<file path="config.mk">
export PLATFORM = sky130hd
export DESIGN_NAME = prime_generator
export DESIGN_NICKNAME = d
export VERILOG_FILES = /design/src/rtl/prime_generator.sv
export SDC_FILE = /design/constraint.sdc
export NUM_CORES = 1
export LEC_CHECK = 0
export ABC_AREA = 1
export ABC_CLOCK_PERIOD_IN_PS = 5700
export CELL_PAD_IN_SITES_DETAIL_PLACEMENT = 1
export CELL_PAD_IN_SITES_GLOBAL_PLACEMENT = 1
export CORE_ASPECT_RATIO = 1.75
export CORE_MARGIN = 8
export CORE_UTILIZATION = 40
export CTS_BUF_LIST = sky130_fd_sc_hd__clkbuf_2
export CTS_CLUSTER_SIZE = 16
export DETAILED_ROUTE_END_ITERATION = 10
export DONT_BUFFER_PORTS = 1
export GPL_TIMING_DRIVEN = 0
export PLACE_DENSITY_LB_ADDON = 0.1
export SETUP_SLACK_MARGIN = 0.1
export SLEW_MARGIN = 20
export SYNTH_ARGS = -nofsm -noshare
export SYNTH_HDL_FRONTEND = slang
export SYNTH_SLANG_ARGS = --single-unit
</file>
<file path="constraint.sdc">
create_clock -name clk -period 5.7 [get_ports clk]
set_clock_uncertainty 0.2 [all_clocks]
set_input_delay 0.855 -clock clk [delete_from_list [all_inputs] [get_ports clk]]
set_output_delay 0.855 -clock clk [all_outputs]
set_load 0.005 [all_outputs]
</file>
<file path="src/rtl/prime_generator.sv">
// prime_generator: trial-division sweep of all primes in [2, 2^W-1], emitted over a valid/ready handshake.
// Optional macro PRIME_GEN_INDEX_EN adds an 'index' output carrying the ordinal of the current prime.
module prime_generator #(
  parameter int unsigned W = 8
) (
  input  logic         clk,
  input  logic         rst_n,
  input  logic         start,
  input  logic         ready,
  output logic [W-1:0] prime,
`ifdef PRIME_GEN_INDEX_EN
  output logic [W-1:0] index,
`endif
  output logic         valid,
  output logic         busy,
  output logic         done
);

  typedef enum logic [2:0] {
    IDLE   = 3'd0,
    LOAD   = 3'd1,
    MOD    = 3'd2,
    CHECK  = 3'd3,
    EMIT   = 3'd4,
    FINISH = 3'd5
  } state_t;

  localparam logic [W-1:0] TWO = {{(W-2){1'b0}}, 2'b10};

  state_t         state;
  logic [W-1:0]   n;
  logic [W-1:0]   d;
  logic [W-1:0]   r;
  logic [2*W-1:0] dsq;
  logic [2*W-1:0] nwide;
  logic           last_cand;

  // Square is formed at full 2W width so d*d > n never wraps.
  always_comb begin
    dsq       = {{W{1'b0}}, d} * {{W{1'b0}}, d};
    nwide     = {{W{1'b0}}, n};
    last_cand = (n == '1);
  end

  always_ff @(posedge clk or negedge rst_n) begin
    if (!rst_n) begin
      state <= IDLE;
      n     <= '0;
      d     <= '0;
      r     <= '0;
      prime <= '0;
    end else begin
      case (state)
        IDLE: begin
          if (start) begin
            n     <= TWO;
            state <= LOAD;
          end
        end
        LOAD: begin
          d     <= TWO;
          r     <= n;
          state <= MOD;
        end
        MOD: begin
          if (r >= d) r <= r - d;
          else        state <= CHECK;
        end
        CHECK: begin
          if ((r == '0) && (d < n)) begin
            if (last_cand) state <= FINISH;
            else begin
              n     <= n + 1'b1;
              state <= LOAD;
            end
          end else if ((dsq > nwide) || (d == n)) begin
            prime <= n;
            state <= EMIT;
          end else begin
            d     <= d + 1'b1;
            r     <= n;
            state <= MOD;
          end
        end
        EMIT: begin
          if (ready) begin
            if (last_cand) state <= FINISH;
            else begin
              n     <= n + 1'b1;
              state <= LOAD;
            end
          end
        end
        FINISH:  state <= IDLE;
        default: state <= IDLE;
      endcase
    end
  end

`ifdef PRIME_GEN_INDEX_EN
  logic [W-1:0] idx;

  always_ff @(posedge clk or negedge rst_n) begin
    if (!rst_n)                        idx <= '0;
    else if ((state == IDLE) && start) idx <= '0;
    else if ((state == EMIT) && ready) idx <= idx + 1'b1;
  end

  always_comb index = idx;
`endif

  // Status outputs decode registered state, so reset clears them immediately and glitch-free.
  always_comb begin
    valid = (state == EMIT);
    busy  = (state != IDLE);
    done  = (state == FINISH);
  end

endmodule

</file>
==> out/metrics.cfg, run 1 <==
[placement]
routabilityCongestion=0.866
dp.cells=770
place_ws_ps=-359
io_buffers=0
dp_hpwl_um=11200

[layout]
area_delta_synth_final_pct=10.2
layout-drive-gt1-share_pct=10.4
nFillCells=1462
nets=744
final_cells=795
fin_util_pct=44.6

[worst_setup_path]
reg2reg_to=r[1]
r2r_start=d[5]
setup.worst_path.start=d[5]
cp.required_ps=5840
reg2reg_depth=26
critPathLaunchType=register
crit_arrival_ps=5440
r2r_slack_ps=400
path_class=reg -> reg
end_kind=register
crit_path_max_fanout=10

[logic_synthesis]
synth_most_common_cell=nand2_1
synth_flop_cell=dfrtp_1
synthTopCellsByArea=dfrtp_1 (20%), nand2_1 (15%), ha_1 (15%)
yosysTopAreaCellShare_pct=19.7
ys_warn_count=0
ys_seq_area_share_pct=19.7
postSynthCellCount=638
syn_avg_cell_area_um2=6.96
synth_top_area_cell=dfrtp_1
synth_commonest_cells=nand2_1 (181), inv_1 (124), ha_1 (53)
ys_seq_elements=35
synth.distinct_cells=33
syn_area_um2=4440
async_flop_share_pct=100
synth_edf_count=0
syn-num-nets=721

[worst_hold_path]
hp-class=in -> async

[cts]
clk_path_buf_depth=2
cts.reportedPaths.clkPinSlew_ps=210
clk_latency_ps=420
clkSinkCount=35
ctsRootBufferMaster=clkbuf_2
cts_buffers=5
cts_tree=built
cts_htree_levels=2

[routing]
first_pass_iters=5
avgRoutedWirePerCell_um=16.6
via_per_inst=5.23
wl_um=13200
route.detailed.drc=0
drt_iter0_drc=110
antenna_left=0
vias=4154

[grt]
antenna_found_initial=1
grt_max_degree=36
first_global_vias=4489
grt_use_total_pct=18.9
overflow=0
grt_first_pass_wirelength_um=22000

[die]
initial_core_util_pct=40.5
ios=15
rows=51
die_h_um=155
core_area_um2=11000
die_x_um=95.6
die_area_um2=14900

[sta]
hold_viol=0
min_period_ps=5300
setup_violations=0
setup_ws_ps=401
slew_headroom_pct=41.6
clock.fmax_mhz=189
finalCritPeriodShare_pct=93.0
rsz0062_at_grt=no
tightest_slew_ps=869
final-max-slew-violation-count=0

[status]
status=completed

[pwr]
powerDensity_nw_per_um2=331
p_total_uw=1620
power_leakage_uw=0.00280
ir_worst_vdd_mv=0.235

[run]
maxCapViolCount=0

[worst max-delay path: stages, from the launching register on]
cell	delay, ps
dfrtp_2	460
clkbuf_4	200
nand2_1	80
inv_1	60
ha_1	290
ha_1	280
inv_1	50
fa_1	520
fa_1	550
inv_1	40
ha_1	370
nor2_2	130
a21oi_2	60
xor2_2	180
ha_1	290
nand2_1	110
inv_1	50
a21oi_1	150
nand2_1	70
nand2_1	70
nand3_1	90
nor2_2	190
nand3_4	140
o21bai_4	250
nand2_4	130
nand2_1	100
nand2_1	80
[state kept, by name (all words and copies together), names as in the netlist]
| name | flops |
|---|---|
| d | 8 |
| n | 8 |
| prime | 8 |
| r | 8 |
| state | 3 |
[cells by family (layout without fill, tap and decap cells)]
logic type	after synthesis	after routing	share of synthesized area, %
XOR/XNOR	23	23	4.54
buffers and inverters	139	163	12.1
flip-flops	35	35	19.7
other	0	1	0
AO/OA/AOI/OAI	60	60	8.00
AND/OR/NAND/NOR	302	302	29.0
adder cells (fa/ha/maj)	79	79	26.7
[layout by cell type, fill, tap and decap left out, types with 4 or more instances in the layout]
master	count
clkbuf_4	4
nand4_1	8
o21bai_1	4
o21ai_1	4
dfrtp_1	32
buf_4	19
inv_1	123
nand2_1	176
xnor2_1	4
nand2_2	5
nor3_1	10
nand3_1	44
o21ai_0	28
fa_1	25
ha_1	51
nor2_1	40
xor2_1	17
nor2_2	9
clkbuf_2	5
a21oi_1	16
[what timing repair did]
action                                  CTS  global route
buffers inserted                          7             8
endpoints found under the setup margin   26            26
pin swaps                                 4             5
resized for setup                        17            29
gates cloned                              0             0
hold buffers                              1             0
hold endpoints to repair                 35             0
[area by class of cell]
class                           count  area (um2)  area share [%]
Inverter                          125         469            9.59
Tap cell                          132         165            3.37
Antenna cell                        1        2.50          0.0511
Sequential cell                    35         880            18.0
Timing Repair Buffer               16         133            2.71
Multi-Input combinational cell    464        3110            63.5
Buffer                             14        98.8            2.02
Clock inverter                      3        15.0           0.307
Clock buffer                        5        25.0           0.511
[how the worst max path moves through the flow]
stage          endpoint  slack, ps
2_1_floorplan      r[1]        720
3_3_place_gp       r[7]       -290
3_5_place_dp       r[1]       -360
4_1_cts            r[1]        100
5_1_grt            r[1]         60
6_report           r[1]        400
[through the flow]
step,area [um2],TNS (ps),hold WS (ps)
finish,4890,0,19.2
global route,4890,0,2.34
CTS,4750,0,12.2
detailed placement,4610,-8030,294
global placement,4610,-6570,282
floorplan,4440,0,265
[layer usage]
metal,track usage (%),vias to the layer above,routed length (um)
met5,0,-,0
met4,8.92,0,526
met2,38.1,55,7940
met3,1.21,31,235
li1,-,2024,-
met1,18.0,2044,4510
[power by group]
part	internal (uW)	leakage, uW	switching (uW)
Combinational	399	0.00230	721
Sequential	315	0.000467	59.5
Clock	28.1	0.0000325	99.4
(Power assumes the default switching activity.)
==> inputs of run 2 (changes only) <==
--- a/config.mk
+++ b/config.mk
@@ -13,7 +13,7 @@
 export CORE_MARGIN = 8
 export CORE_UTILIZATION = 40
 export CTS_BUF_LIST = sky130_fd_sc_hd__clkbuf_2
-export CTS_CLUSTER_SIZE = 16
+export CTS_CLUSTER_SIZE = 20
 export DETAILED_ROUTE_END_ITERATION = 10
 export DONT_BUFFER_PORTS = 1
 export GPL_TIMING_DRIVEN = 0
@@ -23,3 +23,4 @@
 export SYNTH_ARGS = -nofsm -noshare
 export SYNTH_HDL_FRONTEND = slang
 export SYNTH_SLANG_ARGS = --single-unit
+export TNS_END_PERCENT = 100
==> results of run 2 <==
Same layout as run 1: the final DEF is identical, and so are final timing and power.
